[src/rtl/demux_1x3_reg_pkg.sv]
// Shared select encodings for the routing blocks (mux_4x1, demux_1x3_reg)
// and the demux holding-slot state type.
package demux_1x3_reg_pkg;

    typedef enum logic [1:0] {
        MUX_SEL_A = 2'b00,
        MUX_SEL_B = 2'b01,
        MUX_SEL_C = 2'b10,
        MUX_SEL_D = 2'b11
    } mux4_sel_e;

    typedef enum logic [1:0] {
        SEL_P1  = 2'b00,
        SEL_P2  = 2'b01,
        SEL_P3  = 2'b10,
        SEL_BAD = 2'b11
    } demux_sel_e;

    typedef enum logic {
        SLOT_EMPTY = 1'b0,
        SLOT_FULL  = 1'b1
    } slot_state_e;

    localparam int NUM_PORTS = 3;

endpackage

[src/rtl/demux_1x3_reg_slot.sv]
// One-entry holding register with valid/ready; reloads in the same cycle it
// drains so a port can sustain one word per clock.
module demux_slot
    import demux_1x3_reg_pkg::*;
#(
    parameter int WIDTH = 16
) (
    input  logic             clk,
    input  logic             rst_n,
    input  logic             i_load,
    input  logic [WIDTH-1:0] i_data,
    input  logic             i_rdy,
    output logic [WIDTH-1:0] o_val,
    output logic             o_vld,
    output logic             o_ready
);

    slot_state_e      r_state;
    logic [WIDTH-1:0] r_val;

    // i_load is only raised by the parent while o_ready is high.
    always_ff @(posedge clk or negedge rst_n) begin
        if (!rst_n) begin
            r_state <= SLOT_EMPTY;
            r_val   <= '0;
        end else begin
            case (r_state)
                SLOT_EMPTY: begin
                    if (i_load) begin
                        r_state <= SLOT_FULL;
                        r_val   <= i_data;
                    end
                end
                SLOT_FULL: begin
                    if (i_load) begin
                        r_val <= i_data;
                    end else if (i_rdy) begin
                        r_state <= SLOT_EMPTY;
                    end
                end
                default: r_state <= SLOT_EMPTY;
            endcase
        end
    end

    assign o_val   = r_val;
    assign o_vld   = (r_state == SLOT_FULL);
    assign o_ready = (r_state == SLOT_EMPTY) || i_rdy;

endmodule

[src/rtl/demux_1x3_reg.sv]
// Registered 1-to-3 demultiplexer: routes each accepted word to one of three
// holding slots; illegal-select words are dropped, flagged and counted.
module demux_1x3_reg
    import demux_1x3_reg_pkg::*;
#(
    parameter int WIDTH = 16,
    parameter int CNTW  = 8
) (
    input  logic             clk,
    input  logic             rst_n,
    input  logic             in_valid,
    output logic             in_ready,
    input  logic [WIDTH-1:0] in_data,
    input  logic [1:0]       in_sel,
    output logic [WIDTH-1:0] val1,
    output logic [WIDTH-1:0] val2,
    output logic [WIDTH-1:0] val3,
    output logic             vld1,
    output logic             vld2,
    output logic             vld3,
    input  logic             rdy1,
    input  logic             rdy2,
    input  logic             rdy3,
    output logic             sel_err,
    output logic [CNTW-1:0]  drop_cnt
);

    logic [NUM_PORTS-1:0]            w_load;
    logic [NUM_PORTS-1:0]            w_port_rdy;
    logic [NUM_PORTS-1:0]            w_slot_ready;
    logic [NUM_PORTS-1:0]            w_vld;
    logic [NUM_PORTS-1:0][WIDTH-1:0] w_val;
    logic                            w_take;
    logic                            w_bad;
    logic                            r_sel_err;
    logic [CNTW-1:0]                 r_drop_cnt;

    assign w_port_rdy = {rdy3, rdy2, rdy1};

    // Ready looks only at the selected slot so a stalled port never blocks others.
    always_comb begin
        in_ready = 1'b1;
        case (in_sel)
            SEL_P1:  in_ready = w_slot_ready[0];
            SEL_P2:  in_ready = w_slot_ready[1];
            SEL_P3:  in_ready = w_slot_ready[2];
            default: in_ready = 1'b1;
        endcase
    end

    assign w_take = in_valid && in_ready;
    assign w_bad  = w_take && (in_sel == SEL_BAD);

    for (genvar g = 0; g < NUM_PORTS; g++) begin : g_slot
        assign w_load[g] = w_take && (in_sel == 2'(g));

        demux_slot #(.WIDTH(WIDTH)) u_slot (
            .clk     (clk),
            .rst_n   (rst_n),
            .i_load  (w_load[g]),
            .i_data  (in_data),
            .i_rdy   (w_port_rdy[g]),
            .o_val   (w_val[g]),
            .o_vld   (w_vld[g]),
            .o_ready (w_slot_ready[g])
        );
    end

    always_ff @(posedge clk or negedge rst_n) begin
        if (!rst_n) begin
            r_sel_err  <= 1'b0;
            r_drop_cnt <= '0;
        end else begin
            r_sel_err <= w_bad;
            if (w_bad && (r_drop_cnt != '1)) begin
                r_drop_cnt <= r_drop_cnt + CNTW'(1);
            end
        end
    end

    assign val1     = w_val[0];
    assign val2     = w_val[1];
    assign val3     = w_val[2];
    assign vld1     = w_vld[0];
    assign vld2     = w_vld[1];
    assign vld3     = w_vld[2];
    assign sel_err  = r_sel_err;
    assign drop_cnt = r_drop_cnt;

endmodule

[config.mk]
export PLATFORM = sky130hd
export DESIGN_NAME = demux_1x3_reg
export DESIGN_NICKNAME = d
export VERILOG_FILES = /design/src/rtl/demux_1x3_reg_pkg.sv /design/src/rtl/demux_1x3_reg_slot.sv /design/src/rtl/demux_1x3_reg.sv
export SDC_FILE = /design/constraint.sdc
export NUM_CORES = 1
export LEC_CHECK = 0
export CORE_UTILIZATION = 41
export DETAILED_ROUTE_END_ITERATION = 6
export PLACE_DENSITY = 0.84
export SYNTH_ARGS = -nofsm -noshare
export SYNTH_HDL_FRONTEND = slang
export SYNTH_HIERARCHICAL = 1
export SYNTH_SLANG_ARGS = --single-unit
[constraint.sdc]
create_clock -name clk -period 1.5 [get_ports clk]
set_input_delay 0.375 -clock clk [delete_from_list [all_inputs] [get_ports clk]]
set_output_delay 0.375 -clock clk [all_outputs]
set_load 0.03 [all_outputs]
==> results.md <==
- Hold Worst Slack: approximately 0.050 ns
- Worst Skew: roughly 0.0049 ns
- Layout fillers: 473
- RSZ-0062 raised after global routing: true
- Ys async rst share: 100.0%
- Mean Syn Cell Area: ~17 sq um
- Synth Register Bits: 60
- Cell taking the most area after synthesis: dfrtp_1
- Post-CTS Hold Buffers: 0
- Final Hold Viols: 0
- Final core utilization: 64.79%
- Hold Crit Class: input pin to asynchronous set/reset pin
- DRC: 0
- Root Buffer: clkbuf_8
- Failing checks: setup timing
- Crit-path max FO: 2
- CP Class: flop to primary output
- GRT Total Usage: 19.35%
- Least-Margin Pin Slew: 0.3171 ns
- Starting Density: between 40% and 50%
- Number of global-route vias before repair: between 1500 and 2000
- Part of the cycle the worst path needs: 114.7%
- Fraction of power consumed by sequential logic: 38.1%
- Gr ovfl total: 0
- Share of the synthesized area in the top cell type: 59.23%
- Post-synthesis cell count: 151
- Worst-path clk slew: 0.07 ns
- Final HPWL DP: 3811 um
- Power Dens Cells: 1511 nW/um^2
- Top post-synthesis cells by count: 60 x dfrtp_1, 27 x mux2_4, 22 x mux2_2
- Final instance area: roughly 3900 sq um
- Initial antenna violation count: 0
- Data arrival, critical path: between 1 and 1.5 ns
- Period minus WS final: 1.720 ns
- Final Non-Filler Cells: 340
- Worst-Skew Late Latency: 0.32 ns
- Status: finished, violations left
- Die width: 80.63 um
- 1st-iter DRT viols: 67
- Leak: roughly 1.8 nW
- CTS H-Tree Depth: 3
- Nets: 285
- CTS tree: yes
- Max-Cap Viols: 0
- Switching Share: approximately a third
- Nature of the critical path endpoint: primary output
- Core Region: between 5000 and 6000 sq um
- Final setup viols: 11
- Clock power share: 28.7%
- Max Freq: 581.4 MHz
- Top_reg_cell synth: dfrtp_1
- Total CTS buffers: 9
- Ports: 85
- Total die area: 6501 sq um
- Antenna Cells: 0
- Largest net degree at the start of global routing: 61
- Antenna Violating Nets Remaining: 0
- VDD IR max: 1.130 mV
- Dominant cell by count in the synthesized netlist: dfrtp_1
- P&R area growth vs syn: 52.22%
- Switching power: 1.939 mW
- Final TNS setup: -0.7546 ns
- Post-synth EDFFs: 0
- Input/output buffers: 84
- Detailed-route via count: 1630
- Max clock buf depth: 2
- P_int: 3.892 mW
- Synth area leaders: dfrtp_1 59%, mux2_4 16%, mux2_2 9.8%
- Slew HR: between 70% and 80%
- Power share of the combinational group: 33.2%
- Die height: 80.63 um
- Cell Rows: 28
- Share of cells above drive strength 1: just under 50%
- Placed cells: around 320
- Netlist Area Pre-Place: around 2500 sq um
- 1st-pass router iterations: 4
- Vias per cell: 4.794
- WL per Instance: about 17 um
- Dpl cell area: 3532 sq um
- Crit path launch type: flop
- Post-synthesis sequential area ratio: 59.23%
- Synth warn: 6
- Total clock sinks: 60
- Post-synth cell types: 26
- Global-route wire length before repair: slightly above 9000 um
- Max Transition Viols Final: 0
- Critical Path RT: 1.12 ns
- Final worst slack: -0.2201 ns
- Routed Wire Length: approximately 5600 um
- Synth Net Count: 176
- Routability cong.: 0.6902
==> kinds of logic (layout without fill, tap and decap cells) <==
logic type	count (synthesis)	in the layout	share of synthesized area [%]
mux	49	49	25.77
flops	60	60	59.23
xor+xnor	4	4	1.382
buf+inv	6	120	3.702
compound gates	10	10	2.863
fa+ha+maj	1	1	0.4935
simple gates	21	21	6.565
==> path summary, 6_finish.rpt <==
check | startpoint | endpoint | slack (ns) | depth (start not counted)
max in group asynchronous | rst_n | drop_cnt[5] | 1.17 | 2
worst max register to register | g_slot[0].u_slot/o_vld | g_slot[0].u_slot/o_val[15] | -0.09 | 6
worst min register to register | drop_cnt[5] | drop_cnt[5] | 0.49 | 1
worst max-delay path | g_slot[0].u_slot/o_vld | in_ready | -0.22 | 5
min in group clk | rdy1 | g_slot[0].u_slot/o_vld | 0.46 | 3
worst min-delay path | rst_n | g_slot[2].u_slot/o_val[9] | 0.05 | 2
==> cell type report <==
class	count	area (sq um)	share of cell area [%]
clock buffer	12	165.2	4.280
clock inverter	4	70.07	1.816
multi-input combinational	85	1002	25.97
sequential	60	1511	39.17
tap	75	93.84	2.432
timing repair buffer	104	1016	26.33
==> flip-flops by register name, summed over array words and instances, names as in the netlist <==
name                 count
drop_cnt                 8
g_slot.u_slot/o_val     48
g_slot.u_slot/o_vld      3
sel_err                  1
==> layout by cell type (no fill, tap or decap), drive strengths merged <==
cell           Yosys  routed
and3               4       4
xnor2              4       4
nand2b             6       6
buf                6      24
clkbuf             0      21
dlygate4sd2        0      32
o22a               1       1
bufinv             0       2
nand2              2       2
and4               1       1
dfrtp             60      60
nor2b              1       1
nand3              2       2
a21oi              4       4
mux2              49      49
clkinv             0       2
and4b              2       2
a211oi             1       1
clkdlybuf4s15      0      23
o21ai              2       2
o2111ai            1       1
nor2               1       1
ha                 1       1
and3b              1       1
a31oi              1       1
and2b              1       1
clkdlybuf4s50      0      16
==> stage by stage <==
step	power, mW	worst slack (ns)
2_1_floorplan	3.407	-0.04764
3_3_place_gp	4.302	-0.5128
5_1_grt	6.102	-0.2880
4_1_cts	5.898	-0.2493
6_report	5.831	-0.2201
3_5_place_dp	4.351	-0.5149
==> per-layer routing <==
metal	up-vias	part of all wire, %	global-route usage (%)
met5	-	0	0
met1	803	46	25.15
met2	60	48	30.59
met3	8	5.6	5.227
li1	759	-	-
met4	0	1.2	7.500
==> critical path: stages, from the launching register on <==
cell      delay (ns)
dfrtp_2         0.39
nand2b_4        0.06
and2b_2         0.20
a211oi_2        0.17
a21oi_2         0.06
buf_6           0.14
==> power groups by stage <==
stage          clock, mW  combinational (mW)  sequential, mW
2_1_floorplan          0               0.497            2.91
3_3_place_gp           0                2.06            2.24
3_5_place_dp           0                2.11            2.25
4_1_cts             1.71                1.96            2.22
5_1_grt             1.80                2.04            2.27
6_report            1.67                1.94            2.22
==> repair_timing <==
item                                    4_1_cts  5_1_grt
setup buffers                                 5        1
pin swaps                                     3        0
resized for setup                            97       35
cloned                                        2        0
endpoints found under the setup margin      105       52
Note: power is estimated with default switching activity, not from simulation.
